--- config.mk ---
export PLATFORM = sky130hd
export DESIGN_NAME = float_add_seq
export DESIGN_NICKNAME = d
export VERILOG_FILES = /design/src/rtl/float_pkg.sv /design/src/rtl/float_order.sv /design/src/rtl/float_add_seq.sv
export SDC_FILE = /design/constraint.sdc
export NUM_CORES = 1
export LEC_CHECK = 0
export BUFFER_PORTS_ARGS = -buffer_cell sky130_fd_sc_hd__buf_2
export CORE_UTILIZATION = 55
export CTS_CLUSTER_DIAMETER = 100
export DETAILED_ROUTE_END_ITERATION = 7
export HOLD_SLACK_MARGIN = 0.02
export PLACE_DENSITY = 0.8
export SETUP_SLACK_MARGIN = 0.4
export SYNTH_ARGS = -nofsm -noshare
export SYNTH_HDL_FRONTEND = slang
export SYNTH_HIERARCHICAL = 1
export SYNTH_SLANG_ARGS = --single-unit
--- constraint.sdc ---
create_clock -name clk -period 7.2 [get_ports clk]
set_input_delay 0.72 -clock clk [delete_from_list [all_inputs] [get_ports clk]]
set_output_delay 0.72 -clock clk [all_outputs]
set_load 0.02 [all_outputs]
--- src/rtl/float_pkg.sv ---
// float_pkg: shared widths, FSM states and constant words for the mini-float units
package float_pkg;
  localparam int DEF_EXP_W = 3;
  localparam int DEF_MAN_W = 5;
  localparam int WORD_W = DEF_EXP_W + DEF_MAN_W;
  localparam logic [WORD_W-1:0] SAT_WORD = '1;
  localparam logic [WORD_W-1:0] ZERO_WORD = '0;
  typedef enum logic [2:0] {IDLE, ALIGN, ADD, NORM, DONE} state_e;
endpackage

--- src/rtl/float_order.sv ---
// float_order: picks the larger-exponent operand (A on a tie) and the exponent gap
module float_order
  import float_pkg::*;
#(
  parameter int EXP_W = DEF_EXP_W,
  parameter int MAN_W = DEF_MAN_W
) (
  input  logic [EXP_W+MAN_W-1:0] a_i,
  input  logic [EXP_W+MAN_W-1:0] b_i,
  output logic [EXP_W-1:0]       big_exp_o,
  output logic [MAN_W-1:0]       big_man_o,
  output logic [MAN_W-1:0]       small_man_o,
  output logic [EXP_W-1:0]       d_o
);
  logic [EXP_W-1:0] a_e, b_e;
  logic swap;
  assign a_e = a_i[EXP_W+MAN_W-1:MAN_W];
  assign b_e = b_i[EXP_W+MAN_W-1:MAN_W];
  assign swap = b_e > a_e;
  assign big_exp_o = swap ? b_e : a_e;
  assign big_man_o = swap ? b_i[MAN_W-1:0] : a_i[MAN_W-1:0];
  assign small_man_o = swap ? a_i[MAN_W-1:0] : b_i[MAN_W-1:0];
  assign d_o = swap ? b_e - a_e : a_e - b_e;
endmodule

--- src/rtl/float_add_seq.sv ---
// float_add_seq: multi-cycle mini-float adder with bit-serial align and normalise
module float_add_seq
  import float_pkg::*;
#(
  parameter int EXP_W = DEF_EXP_W,
  parameter int MAN_W = DEF_MAN_W
) (
  input  logic                   clk,
  input  logic                   reset,
  input  logic                   in_valid,
  output logic                   in_ready,
  input  logic [EXP_W+MAN_W-1:0] a_in,
  input  logic [EXP_W+MAN_W-1:0] b_in,
  output logic                   out_valid,
  input  logic                   out_ready,
  output logic [EXP_W+MAN_W-1:0] result,
  output logic                   out_sat
);
  state_e state_q, state_d;
  logic [EXP_W-1:0] exp_q, exp_d, cnt_q, cnt_d, o_exp, o_d;
  logic [MAN_W-1:0] man_q, man_d, sm_q, sm_d, o_big, o_small;
  logic sat_q, sat_d, go, far;
  logic [MAN_W:0] sum;
  float_order #(.EXP_W(EXP_W), .MAN_W(MAN_W)) u_order (
    .a_i(a_in),
    .b_i(b_in),
    .big_exp_o(o_exp),
    .big_man_o(o_big),
    .small_man_o(o_small),
    .d_o(o_d)
  );
  assign in_ready = state_q == IDLE && !reset;
  assign go = in_valid && in_ready;
  assign far = 32'(o_d) >= MAN_W;
  assign sum = {1'b0, man_q} + {1'b0, sm_q};
  assign out_valid = state_q == DONE;
  // exp_q/man_q double as the working registers and the committed result
  assign result = {exp_q, man_q};
  assign out_sat = sat_q;
  always_comb begin
    state_d = state_q;
    exp_d = exp_q;
    man_d = man_q;
    sm_d = sm_q;
    cnt_d = cnt_q;
    sat_d = sat_q;
    case (state_q)
      IDLE: if (go) begin
        exp_d = o_exp;
        man_d = o_big;
        sm_d = far ? '0 : o_small;
        cnt_d = far ? '0 : o_d;
        sat_d = 1'b0;
        state_d = (far || o_d == '0) ? ADD : ALIGN;
      end
      ALIGN: begin
        sm_d = sm_q >> 1;
        cnt_d = cnt_q - EXP_W'(1);
        state_d = cnt_q == EXP_W'(1) ? ADD : ALIGN;
      end
      ADD: begin
        state_d = NORM;
        if (sum[MAN_W] && &exp_q) begin
          exp_d = '1;
          man_d = '1;
          sat_d = 1'b1;
          state_d = DONE;
        end else if (sum[MAN_W]) begin
          man_d = sum[MAN_W:1];
          exp_d = exp_q + EXP_W'(1);
        end else if (sum[MAN_W-1:0] == '0) begin
          man_d = '0;
          exp_d = '0;
          state_d = DONE;
        end else man_d = sum[MAN_W-1:0];
      end
      NORM: if (man_q[MAN_W-1] || exp_q == '0) state_d = DONE;
      else begin
        man_d = man_q << 1;
        exp_d = exp_q - EXP_W'(1);
      end
      DONE: if (out_ready) state_d = IDLE;
      default: state_d = IDLE;
    endcase
  end
  always_ff @(posedge clk) begin
    if (reset) begin
      state_q <= IDLE;
      exp_q <= '0;
      man_q <= '0;
      sm_q <= '0;
      cnt_q <= '0;
      sat_q <= 1'b0;
    end else begin
      state_q <= state_d;
      exp_q <= exp_d;
      man_q <= man_d;
      sm_q <= sm_d;
      cnt_q <= cnt_d;
      sat_q <= sat_d;
    end
  end
endmodule

==> results_dict.tcl <==
set metrics [dict create \
    row_count 21 \
    dpl_cell_area_sq_um 2061 \
    dp.cells 296 \
    clk_pin_slew_ps 130 \
    globalRouteMet1Util_pct 33.33 \
    crit_fanout 14 \
    antenna_found_initial 0 \
    ys_ff_latch 20 \
    slowest_stage "a211oi_4" \
    drt_iter0_drc 137 \
    power_switching_uw 343.0 \
    status "complete, no violations" \
    final_common_cell "buf_2" \
    crit_type "input port to register" \
    fin_crit_ps 3114 \
    synth_edf_count 0 \
    worst_pin_slew_ps 888.7 \
    detail_route.wirelength_microns 4396 \
    rsz0062_at_grt "no" \
    synth_top_cell_area_share_pct 20.67 \
    postSynth.asyncResetShare_pct 0 \
    reg2reg_from "man_q[0]" \
    worst-path-buf-inv 2 \
    wl_per_cell_microns 14.65 \
    core_sq_um 3363 \
    via_count 1825 \
    grt.total_usage_pct 26.12 \
    synthesis.nets 271 \
    clkLatencyLatePin_ps 310 \
    start_util_pct 57.59 \
    use_met3_pct 3.782 \
    final_cells 300 \
    cp-end-kind "register" \
    synth_cells 233 \
    fin_crit_sh_pct 43.26 \
    ys_types 56 \
    min_path_type "register to register" \
    hold_viol 0 \
    use_met2_pct 43.94 \
    clock_skew_ps 4.418 \
    worstPathRequired_ps 7400 \
    numClockSinks 20 \
    dieArea_sq_um 3763 \
    synth_top_cell_by_area "dfxtp_1" \
    syn_area_per_cell_sq_um 8.313 \
    critPathTopFamily "compound AO/OA/AOI/OAI gates" \
    die_height_microns 61.34 \
    cts_setup_buffers 0 \
    synthTopCellsByArea "dfxtp_1 21%, ha_1 9.7%, mux2_4 5.4%, nor2_1 5.4%, a21oi_1 4.9%" \
    grt_pass1_wl_microns 7279 \
    setup_viol 0 \
    synth_area_sq_um 1937 \
    die-width_microns 61.34 \
    ios 31 \
    timing.fmax_mhz 321.1 \
    min_from "sm_q[4]" \
    holdBufCountCts 0 \
    cts_buffer_depth 2 \
    drv_slew 0 \
    startpoint "a_in[6]" \
    cts_buffers 3 \
    drc 0 \
    final_area_sq_um 2113 \
    dr.pass1.iters 4 \
    drv_cap 0 \
    io_buffers 30 \
    path_cells "buf_2, inv_1, ha_1, and3_4, a211oi_4, mux2i_1, nor2_1, nor2b_1, nor2_1, a222oi_1, nor2_1" \
    nets 293 \
    cts_resized 0 \
    power.density_nw_per_um2 341.7 \
    grt_pass1_vias 1690 \
    p_sw_share_pct 47.50 \
    busiest_layer "met2" \
    start_kind "input port" \
    grt_max_degree 26 \
    cts_htree_levels 1 \
    p_int_uw 379.1 \
    dp_hpwl_microns 3442 \
    drive_above_1_share_pct 21.65 \
    p_leak_uw 0.0009582 \
    diodes 0 \
    cp_common_cell "nor2_1" \
    synth-warning-count 6 \
    viasPerCell 6.083 \
    power_frac_clock_pct 13.1 \
    pwr-share-seq_pct 27.5 \
    yosysSeqAreaShare_pct 20.67 \
    syn_to_final_growth_pct 9.109 \
    overflow 0 \
    maxSlewHeadroom_pct 40.56 \
    cts_tree "done" \
    layout_common_cells "30 x buf_2, 28 x nor2_1, 20 x dfxtp_1" \
    ant_nets 0 \
    vdd.ir_drop.worst_v 0.0001606 \
    cts-root-buf "clkbuf_4" \
    synthFlopType "dfxtp_1" \
    cpPeakStageDelay_ps 740 \
    comb_power_share_pct 59.4 \
    routabilityCongestion 0.9203 \
    arrival_ps 3320 \
    fin_tns_setup_ps 0 \
]
[power groups by stage]
stage	Clock (uW)	Combinational [uW]	Sequential [uW]
CTS	95.4	428	198
global placement	0	418	199
global route	99.3	488	205
finish	94.4	429	199
detailed placement	0	426	200
floorplan	0	343	198
[cell type report]
| cell class | count | area [sq um] |
|---|---|---|
| tap | 46 | 57.56 |
| multi-input combinational | 185 | 1396 |
| fill | 322 | 1250 |
| sequential | 20 | 400.4 |
| clock inverter | 1 | 30.03 |
| timing repair buffer | 30 | 150.1 |
| clock buffer | 3 | 22.52 |
| inverter | 15 | 56.30 |
[state kept, by name, summed over array words and instances (netlist names)]
register / flops
man_q: 5
out_sat: 1
cnt_q: 3
state_q: 3
sm_q: 5
exp_q: 3
[synth_stat cells (all sizes together) (2+ instances only)]
master / instances
a311oi: 3
o221ai: 2
xor2: 3
or2: 2
nor2: 29
a311o: 2
nor2b: 5
a222oi: 4
a21o: 2
ha: 15
nand3: 3
or2b: 2
clkbuf: 5
mux2: 12
a211oi: 8
a211o: 4
nand2: 9
a221oi: 3
mux2i: 5
buf: 8
inv: 15
a31oi: 3
nand2b: 5
fa: 3
and3: 7
and2: 2
o21ai: 10
o22ai: 2
dfxtp: 20
nor3: 5
a22oi: 2
a21oi: 19
nor3b: 2
[logic make-up after synthesis]
kind of cell / share of synthesized area (%)
adder cells (fa/ha/maj): 12.79
flip-flops: 20.67
AO/OA/AOI/OAI: 25.65
multiplexers: 10.92
buffers and inverters: 7.235
AND/OR/NAND/NOR: 21.38
XOR/XNOR: 1.357
[path summary, 6_finish.rpt]
path / cells after the start / slack (ps) / to
worst min-delay path: 2 / 510 / sm_q[4]
worst min register to register: 2 / 510 / sm_q[4]
worst max-delay path: 11 / 4090 / sm_q[2]
worst max register to register: 7 / 4780 / state_q[0]
[per-stage QoR]
stage                     hold slack (ps)  setup slack [ps]  power, uW  util (%)
after floorplan                     464.0              4408      540.9         -
after global placement              494.5              3909      617.8     61.27
after detailed placement            497.3              3786      626.0     61.27
after CTS                           515.3              4129      720.9     62.83
after global routing                540.8              3945      792.2     62.83
final                               510.2              4086      722.0     62.83
[worst reg2reg max path, stage by stage, from the launching register on]
cell,delay [ps]
dfxtp_1,350
ha_1,250
fa_1,420
and3_1,180
nor3_1,310
o221ai_1,250
a221oi_1,440
a21oi_1,120
[routing by layer]
metal  share of wire [%]  routed length (microns)
met5                   0                        0
met4                 2.6                      116
met3                 6.1                      268
met2                  46                     2025
met1                  45                     1986
Power figures use the tool's default switching activity.
